File: config.mk
export PLATFORM = sky130hd
export DESIGN_NAME = pll_lock_sequencer
export DESIGN_NICKNAME = d
export VERILOG_FILES = /design/src/rtl/pll_lock_sequencer.sv
export SDC_FILE = /design/constraint.sdc
export NUM_CORES = 1
export LEC_CHECK = 0
export ABC_AREA = 1
export ABC_CLOCK_PERIOD_IN_PS = 3480
export CAP_MARGIN = 30
export CORE_ASPECT_RATIO = 0.9
export CORE_MARGIN = 3
export CORE_UTILIZATION = 30
export DETAILED_ROUTE_END_ITERATION = 10
export HOLD_SLACK_MARGIN = 0.1
export PLACE_DENSITY = 0.57
export SYNTH_ARGS = -nofsm -noshare
export SYNTH_HDL_FRONTEND = slang
export SYNTH_SLANG_ARGS = --single-unit
export TNS_END_PERCENT = 100
File: constraint.sdc
create_clock -name i_clock_in -period 3.48 [get_ports i_clock_in]
set_input_delay 0.522 -clock i_clock_in [delete_from_list [all_inputs] [get_ports i_clock_in]]
set_output_delay 0.522 -clock i_clock_in [all_outputs]
set_load 0.05 [all_outputs]
File: src/rtl/pll_lock_sequencer.sv
// Bring-up sequencer for the 48 MHz PLL and the AES core reset, clocked from the free-running 12 MHz reference.
// Pulses PLL RESETB, waits for lock with timeout/retry, qualifies lock stability, then releases the core.
module pll_lock_sequencer #(
    parameter int unsigned RST_CYCLES    = 16,
    parameter int unsigned LOCK_TIMEOUT  = 1200,
    parameter int unsigned STABLE_CYCLES = 120,
    parameter int unsigned MAX_RETRIES   = 3,
    parameter int unsigned CNT_W         = 16
) (
    input  logic       i_clock_in,
    input  logic       i_reset,
    input  logic       i_locked,
    input  logic       i_retry,
    output logic       o_pll_resetb,
    output logic       o_core_reset,
    output logic       o_ready,
    output logic       o_pll_fail,
    output logic       o_lock_lost,
    output logic [2:0] o_state,
    output logic [3:0] o_retry_count
);

    typedef enum logic [2:0] {
        ST_PLL_RST   = 3'd0,
        ST_WAIT_LOCK = 3'd1,
        ST_STABLE    = 3'd2,
        ST_RUN       = 3'd3,
        ST_FAIL      = 3'd4
    } state_t;

    localparam logic [CNT_W-1:0] RST_LAST     = CNT_W'(RST_CYCLES - 1);
    localparam logic [CNT_W-1:0] TIMEOUT_LAST = CNT_W'(LOCK_TIMEOUT - 1);
    localparam logic [CNT_W-1:0] STABLE_LAST  = CNT_W'(STABLE_CYCLES - 1);
    localparam logic [3:0]       RETRY_MAX    = 4'(MAX_RETRIES);

    state_t           r_state;
    logic [CNT_W-1:0] r_cnt;
    logic [3:0]       r_retry_count;
    logic             r_lock_meta;
    logic             r_lock_s;
    logic             r_pll_resetb;
    logic             r_core_reset;
    logic             r_ready;
    logic             r_pll_fail;
    logic             r_lock_lost;

    state_t           w_state_next;
    logic [3:0]       w_retry_next;
    logic             w_lock_lost_next;

    // LOCK comes from the PLL and is asynchronous to the reference clock.
    always_ff @(posedge i_clock_in or posedge i_reset) begin
        if (i_reset) begin
            r_lock_meta <= 1'b0;
            r_lock_s    <= 1'b0;
        end else begin
            r_lock_meta <= i_locked;
            r_lock_s    <= r_lock_meta;
        end
    end

    // Lock status is tested ahead of any count expiry on the same edge.
    always_comb begin
        w_state_next     = ST_PLL_RST;
        w_retry_next     = r_retry_count;
        w_lock_lost_next = r_lock_lost;
        case (r_state)
            ST_PLL_RST: begin
                w_state_next = (r_cnt == RST_LAST) ? ST_WAIT_LOCK : ST_PLL_RST;
            end
            ST_WAIT_LOCK: begin
                if (r_lock_s) begin
                    w_state_next = ST_STABLE;
                end else if (r_cnt == TIMEOUT_LAST) begin
                    if (r_retry_count < RETRY_MAX) begin
                        w_retry_next = r_retry_count + 4'd1;
                        w_state_next = ST_PLL_RST;
                    end else begin
                        w_state_next = ST_FAIL;
                    end
                end else begin
                    w_state_next = ST_WAIT_LOCK;
                end
            end
            ST_STABLE: begin
                if (!r_lock_s) begin
                    w_state_next = ST_WAIT_LOCK;
                end else if (r_cnt == STABLE_LAST) begin
                    w_state_next = ST_RUN;
                end else begin
                    w_state_next = ST_STABLE;
                end
            end
            ST_RUN: begin
                if (!r_lock_s) begin
                    w_state_next     = ST_PLL_RST;
                    w_lock_lost_next = 1'b1;
                    w_retry_next     = 4'd0;
                end else begin
                    w_state_next = ST_RUN;
                end
            end
            ST_FAIL: begin
                if (i_retry) begin
                    w_state_next = ST_PLL_RST;
                    w_retry_next = 4'd0;
                end else begin
                    w_state_next = ST_FAIL;
                end
            end
            default: begin
                w_state_next = ST_PLL_RST;
            end
        endcase
    end

    // Outputs are decoded from the next state so they move on the same edge as r_state.
    always_ff @(posedge i_clock_in or posedge i_reset) begin
        if (i_reset) begin
            r_state       <= ST_PLL_RST;
            r_cnt         <= '0;
            r_retry_count <= 4'd0;
            r_pll_resetb  <= 1'b0;
            r_core_reset  <= 1'b1;
            r_ready       <= 1'b0;
            r_pll_fail    <= 1'b0;
            r_lock_lost   <= 1'b0;
        end else begin
            r_state       <= w_state_next;
            r_retry_count <= w_retry_next;
            r_lock_lost   <= w_lock_lost_next;
            if (w_state_next != r_state) begin
                r_cnt <= '0;
            end else if (r_cnt != {CNT_W{1'b1}}) begin
                r_cnt <= r_cnt + 1'b1;
            end
            case (w_state_next)
                ST_WAIT_LOCK, ST_STABLE: begin
                    r_pll_resetb <= 1'b1;
                    r_core_reset <= 1'b1;
                    r_ready      <= 1'b0;
                    r_pll_fail   <= 1'b0;
                end
                ST_RUN: begin
                    r_pll_resetb <= 1'b1;
                    r_core_reset <= 1'b0;
                    r_ready      <= 1'b1;
                    r_pll_fail   <= 1'b0;
                end
                ST_FAIL: begin
                    r_pll_resetb <= 1'b0;
                    r_core_reset <= 1'b1;
                    r_ready      <= 1'b0;
                    r_pll_fail   <= 1'b1;
                end
                default: begin
                    r_pll_resetb <= 1'b0;
                    r_core_reset <= 1'b1;
                    r_ready      <= 1'b0;
                    r_pll_fail   <= 1'b0;
                end
            endcase
        end
    end

    assign o_pll_resetb  = r_pll_resetb;
    assign o_core_reset  = r_core_reset;
    assign o_ready       = r_ready;
    assign o_pll_fail    = r_pll_fail;
    assign o_lock_lost   = r_lock_lost;
    assign o_state       = r_state;
    assign o_retry_count = r_retry_count;

endmodule

* Yosys cells after proc, flatten, opt, wreduce, memory -nomap -nowiden
Cells that the tools add are included.
** Storage, ports and cells
- Word-level logic and storage cells :: 59
- Flip-flop bits (word level) :: 30
- Output and inout bits :: 12
- Input bits :: 4
** Operators by class
- Mux-type cells :: 21
- Reduce and logical (&&, ||, !) cells :: 6
- Add/subtract/negate cells :: 2
- Bitwise gates (word level) :: 1
- Order comparisons :: 1
- Equality and inequality tests :: 18
** Operators by type and width (count)
- 16-bit 2-to-1 mux :: 2
- 4-bit 2-to-1 mux :: 5
- 16-bit by 1-bit adder with 16-bit output (second input constant) :: 1
- 16-bit by 11-bit == test with 1-bit output (second input constant) :: 1
- 16-bit by 4-bit == test with 1-bit output (second input constant) :: 1
- 16-bit by 7-bit == test with 1-bit output (second input constant) :: 1
- 16-bit != test (second input constant) :: 1
- 3-bit case mux with 5 select lines :: 1
- 3-bit by 2-bit == test with 1-bit output (second input constant) :: 4
- 3-bit 2-to-1 mux :: 4
- 4-bit case mux with 3 select lines :: 1
- 2-bit != test (second input constant) :: 5
- 3-bit by 1-bit == test with 1-bit output (second input constant) :: 2
- 3-bit == test (second input constant) :: 2
- 1-bit 2-to-1 mux :: 6
- 6-bit AND reduction :: 1
- 4-bit by 1-bit adder with 4-bit output (second input constant) :: 1
- 4-bit by 2-bit < comparator with 1-bit output (second input constant) :: 1
- 2-bit 2-to-1 mux :: 2
- 3-bit logical NOT :: 1
- 3-bit != test :: 1
- 3-bit nonzero test :: 1
- 3-bit OR reduction :: 1
- 2-bit AND reduction :: 1
- 2 further kinds :: 2

* Depth between registers and ports, before layout
- Depth after elaboration :: 8
- Depth in mapped cells :: 13
- Gate-level depth less buffers :: 12

* Worst setup path after synthesis
No wires, ideal clock.
- Kind :: flip-flop to flip-flop
- Start :: register r_state[2], in the netlist o_state[2]
- End :: register r_cnt[8]
- Slack :: 1.634 ns
- Clock period less this slack :: 1.846 ns
- Arrival :: 1.724 ns
- Cell stages (with the launch flop) :: 10
- Required time :: 3.358 ns
- Path through :: dfrtp_1 -> inv_2 -> nand2_2 -> nor3_2 -> nand2_1 -> o21ai_0 -> a21oi_1 -> nand2_4 -> buf_8 -> nor2_2
** On the way
- Word-level cells in the longest chain between the ends :: 4
- Elaborated cells on any way between the ends :: 9
- Those cells by class :: 5 x eq/ne; 2 x mux; 2 x reduce/logical
** RTL lines
- start: declaration :: RTL line 36 : state_t r_state;
- start signal: assignment :: RTL line 129 : r_state <= w_state_next;
- 3-bit == test (tied with other cells) :: RTL line 67 : case (r_state)
- 3-bit case mux with 5 select lines :: RTL line 67
- 3-bit != test * :: RTL line 132 : if (w_state_next != r_state) begin
- 16-bit 2-to-1 mux or 2-bit nonzero test (tied branches)
- end signal: assignment :: RTL line 135 : r_cnt <= r_cnt + 1'b1;
- end: declaration :: RTL line 37 : logic [CNT_W-1:0] r_cnt;
Mark *: on every way between the ends. The rest lies on a longest branch, timed or not.
A chain may end at the register's enable or synchronous reset.

* Worst setup path after layout
- Start :: register r_state[2], in the netlist o_state[2]
- End :: output port o_state[2]
** RTL lines
- end: declaration :: RTL line 19 : output logic [2:0] o_state,
No word-level cell between the ends.

==> flow_results.org <==
** Min path
- The tightest min-delay check is of the reg2reg type.
- Min-delay src :: r_lock_meta
- Min-Delay Path Depth :: 0
- Min-Delay Endpoint :: r_lock_s

** Clock network
- Number of cells upsized or downsized after cts :: 0
- Clock-pin slew on the worst setup and hold paths :: roughly 0.060 ns
- CTS Buffer Depth :: 2
- Count of hold buffers inserted by post-cts repair :: 0
- Clk sinks :: 30
- TritonCTS built the clock tree.
- Once the clock tree was built, the setup fixing pass inserted 0 buffers.
- In this run the number of H-tree levels came out at 2.
- TritonCTS Buffers :: 5
- Skew-Pair Late Insertion Delay :: approximately 0.28 ns
- Master cell of the clock root buffer :: sky130_fd_sc_hd__clkbuf_8

** Global routing
- Via count of the first global-routing pass :: 1258
- GR Util All Layers :: about 11%
- Antenna violations before repair :: 0
- GR Overflow Total :: 0
- Entering global routing, the biggest net connects 31 pins.
- The first global-routing pass estimated 5.692 mm of wire.

** Power
- Proportion of total power due to net switching :: roughly two fifths
- Maximum resistive drop on vdd :: ~0.48 mV
- Dividing total power by cell area gives a power density of 715.9 mW/mm².
- Registers are responsible for 32.7% of the overall power.
- The analysis attributes to cell leakage a power of 0.9153 nW.
- Of the total power, combinational logic draws 37.6%.
- The clock network accounts for 29.7% of the total power.
- Internal portion of total power :: 0.8921 mW
- In this run the power spent charging and discharging nets is 0.5608 mW.

** STA
- Slew of the pin with the lowest slew margin :: between 0.4 and 0.5 ns
- Summed over all failing endpoints, the final setup total negative slack is 0 ns.
- The clock period could shrink to about 2.1 ns.
- The max-slew violation count came to 0.
- On the final layout, the worst clock skew is 0.006553 ns.
- Number of endpoints with negative hold slack in the final report :: 0
- Setup repair after global routing left no endpoint under its margin.
- Post-route fraction of the period consumed by the critical path :: between 60% and 70%
- Worst rel slew slack :: 66.77%
- Number of setup violations in the final report :: 0
- Final setup margin :: between 1 and 1.5 ns
- Peak clock frequency supported by timing :: 471.3 MHz

** Worst setup path
- The cell family contributing the most delay on the critical path is buffers and inverters.
- In this run the worst path has a maximum fanout of 4.
- Worst reg2reg endpoint :: r_cnt[10]
- Count of cells along the worst register-to-register path :: 8
- Startpoint of the most critical register-to-register path :: r_cnt[1]
- For this run, the slowest stage of the critical path takes between 0.8 and 0.9 ns.
- The setup check on the worst reg-to-reg path leaves a slack of 1.62 ns.
- Crit start category :: flop
- At the worst endpoint, the arrival time is 1.60 ns.
- The worst setup path is captured at an output pin.
- Max stage delay cell, worst path :: sky130_fd_sc_hd__clkdlybuf4s50_1
- By startpoint and endpoint, the worst setup path is classified as reg2out.
- Walking the worst path, the cells encountered are clkdlybuf4s50_1.
- Endpoint required time on the critical path :: 2.96 ns
- Counting both buffers and inverters, the worst setup path holds a total of 1.

** Synthesis
- After synthesis, the share of flip-flops with an asynchronous set or reset is 100.0%.
- After Yosys synthesis, and, or, nand and nor cells account for between 30% and 40% of the synthesized area.
- Adder and majority gate portion of the synthesized area :: 1.503%
- Synthesis-stage register bit count :: 30
- Yosys warnings :: 0
- Most instantiated cells after synthesis :: sky130_fd_sc_hd__nand2_1 (38), sky130_fd_sc_hd__nor2_1 (30), sky130_fd_sc_hd__dfrtp_1 (29)
- Dominant cell type by area after synthesis :: sky130_fd_sc_hd__dfrtp_1
- Synthesis instantiated 30 different standard cells from the library.
- In the synthesized netlist, mux cells make up 0.6011% of the area.
- The most used flip-flop cell after synthesis is sky130_fd_sc_hd__dfrtp_1.
- Instance count of the mapped netlist :: 207
- Synth Cell Area :: 0.001665 mm²
- EDFF count, synth :: 0
- Post-Syn Nets :: 213
- Proportion of netlist area held by the largest area contributor :: 43.58%
- Compound-cell area share of the yosys netlist :: 7.588%
- Yosys instantiated no cell more often than sky130_fd_sc_hd__nand2_1.
- Average footprint of a synthesized cell :: 8.045 µm²
- Sequential elements use 45.15% of the synthesized area.
- After Yosys synthesis, XOR and XNOR cells account for 3.681% of the synthesized area.
- Largest cells by area after synthesis :: sky130_fd_sc_hd__dfrtp_1 (44%), sky130_fd_sc_hd__nand2_1 (8.6%), sky130_fd_sc_hd__nor2_1 (6.8%), sky130_fd_sc_hd__inv_1 (6.3%), sky130_fd_sc_hd__nor2_2 (4.5%)
- Largest family of logic cells by synthesized area :: simple AND/OR/NAND/NOR gates

** Place
- DPL Wire Length :: 2.329 mm
- Global placer's final weighted congestion :: about 0.75
- The count of buffers added on input and output ports is 15.
- Timing analysis after detailed placement gives a worst setup slack of 1.607 ns.

** Drt
- For this block, the routed nets add up to 3.157 mm of wire.
- Antenna violation net count after detailed routing :: 0
- After detailed routing, the number of remaining DRC violations is 0.
- In the routed layout, each cell is associated on average with a via count of 4.436.
- Via count of the routed design :: 1313
- Dividing the detail-routed wire length by the instance count gives 10.67 µm.
- Detailed Routing Iterations Pass 1 :: 4
- After the first detailed-routing iteration, the DRC count stood at 54.

** Floorplan
- The core region is 0.005318 mm².
- For this configuration, the core starts out at a cell density of ~31%.
- Height of the chip :: 76.68 µm
- Row Count :: 25
- From left edge to right edge, the die measures 84.54 µm.
- I/O Pins :: 16
- Area enclosed by the die boundary :: 0.006482 mm²

** Finish
- Compared with the post-synthesis result, the final layout area differs by 21.86%.
- The repair_antennas step left the layout with diodes totalling 0.
- Share of post-route cells with drive strength above 1 :: 15.72%
- Layout fillers :: 562
- At the end of the flow, the number of nets in the layout was 234.

** Flow run
- Max-cap violations in this run came to 0.

** Outcome
- The flow ran to the end, and the final reports show no timing, DRC or antenna violations.
final cells by class:
| type | instances | area [µm²] | area share [%] |
|---|---|---|---|
| multi-input cells | 145 | 780.7 | 38.47 |
| flip-flops and latches | 30 | 752.0 | 37.05 |
| repair buffers | 16 | 157.7 | 7.768 |
| inverters | 30 | 112.6 | 5.549 |
| well taps | 67 | 83.83 | 4.131 |
| clock buffers | 6 | 82.58 | 4.069 |
| clock inverters | 2 | 60.06 | 2.959 |
worst max path at each step:
| stage | startpoint | end | slack, ns | cells after the start |
|---|---|---|---|---|
| global route | o_state[2] | o_state[2] | 1.30 | 1 |
| floorplan | o_state[2] | r_cnt[8] | 1.63 | 9 |
| global placement | i_retry | r_cnt[14] | 1.64 | 6 |
| finish | o_state[2] | o_state[2] | 1.36 | 1 |
| detailed placement | i_retry | r_cnt[2] | 1.61 | 6 |
| CTS | o_state[2] | o_state[2] | 1.34 | 1 |
routing by layer:
metal | part of all wire, % | track usage (%)
met5 | 0 | 0
met2 | 45 | 15.96
met3 | 2.1 | 2.900
met4 | 0.86 | 4.747
met1 | 52 | 14.95
power groups by stage:
stage | combinational, mW | sequential (mW) | clock, mW
after CTS | 0.555 | 0.475 | 0.445
after detailed placement | 0.551 | 0.481 | 0
after floorplan | 0.331 | 0.594 | 0
after global placement | 0.550 | 0.481 | 0
final | 0.546 | 0.475 | 0.432
after global routing | 0.608 | 0.486 | 0.461
state kept, by name (all words and copies together), names as in the netlist:
| register | cells |
|---|---|
| o_retry_count | 4 |
| r_cnt | 16 |
| o_ready | 1 |
| o_state | 3 |
| o_core_reset | 1 |
| o_pll_resetb | 1 |
| o_pll_fail | 1 |
| o_lock_lost | 1 |
| r_lock_meta | 1 |
| r_lock_s | 1 |
cell usage in the layout, fill, tap and decap left out, types with 3 or more instances in the layout:
cell,instances
sky130_fd_sc_hd__nand2_1,38
sky130_fd_sc_hd__nand2_2,3
sky130_fd_sc_hd__nor3_1,6
sky130_fd_sc_hd__o21bai_1,3
sky130_fd_sc_hd__nand4_1,5
sky130_fd_sc_hd__nor2_2,12
sky130_fd_sc_hd__o21ai_0,12
sky130_fd_sc_hd__clkdlybuf4s50_1,15
sky130_fd_sc_hd__dfrtp_1,29
sky130_fd_sc_hd__clkbuf_8,6
sky130_fd_sc_hd__nor2_1,30
sky130_fd_sc_hd__xor2_1,4
sky130_fd_sc_hd__inv_1,28
sky130_fd_sc_hd__xnor2_1,3
sky130_fd_sc_hd__nand3_1,14
per-stage QoR:
stage	total power, mW	utilization [%]	cell area, µm²	std cells	hold WS, ns
after floorplan	0.9250	-	1665	207	0.3312
after global placement	1.031	35.48	1887	288	0.3329
after detailed placement	1.032	35.48	1887	288	0.3347
after CTS	1.475	38.16	2029	296	0.3498
after global routing	1.555	38.16	2029	296	0.3582
final	1.453	38.16	2029	296	0.3486
kinds of logic (layout without fill, tap and decap cells):
| logic type | Yosys count | after routing |
|---|---|---|
| buf+inv | 32 | 54 |
| compound gates | 20 | 20 |
| fa+ha+maj | 2 | 2 |
| mux | 1 | 1 |
| flops | 30 | 30 |
| simple gates | 115 | 115 |
| xor+xnor | 7 | 7 |
Note: power is estimated with default switching activity, not from simulation.
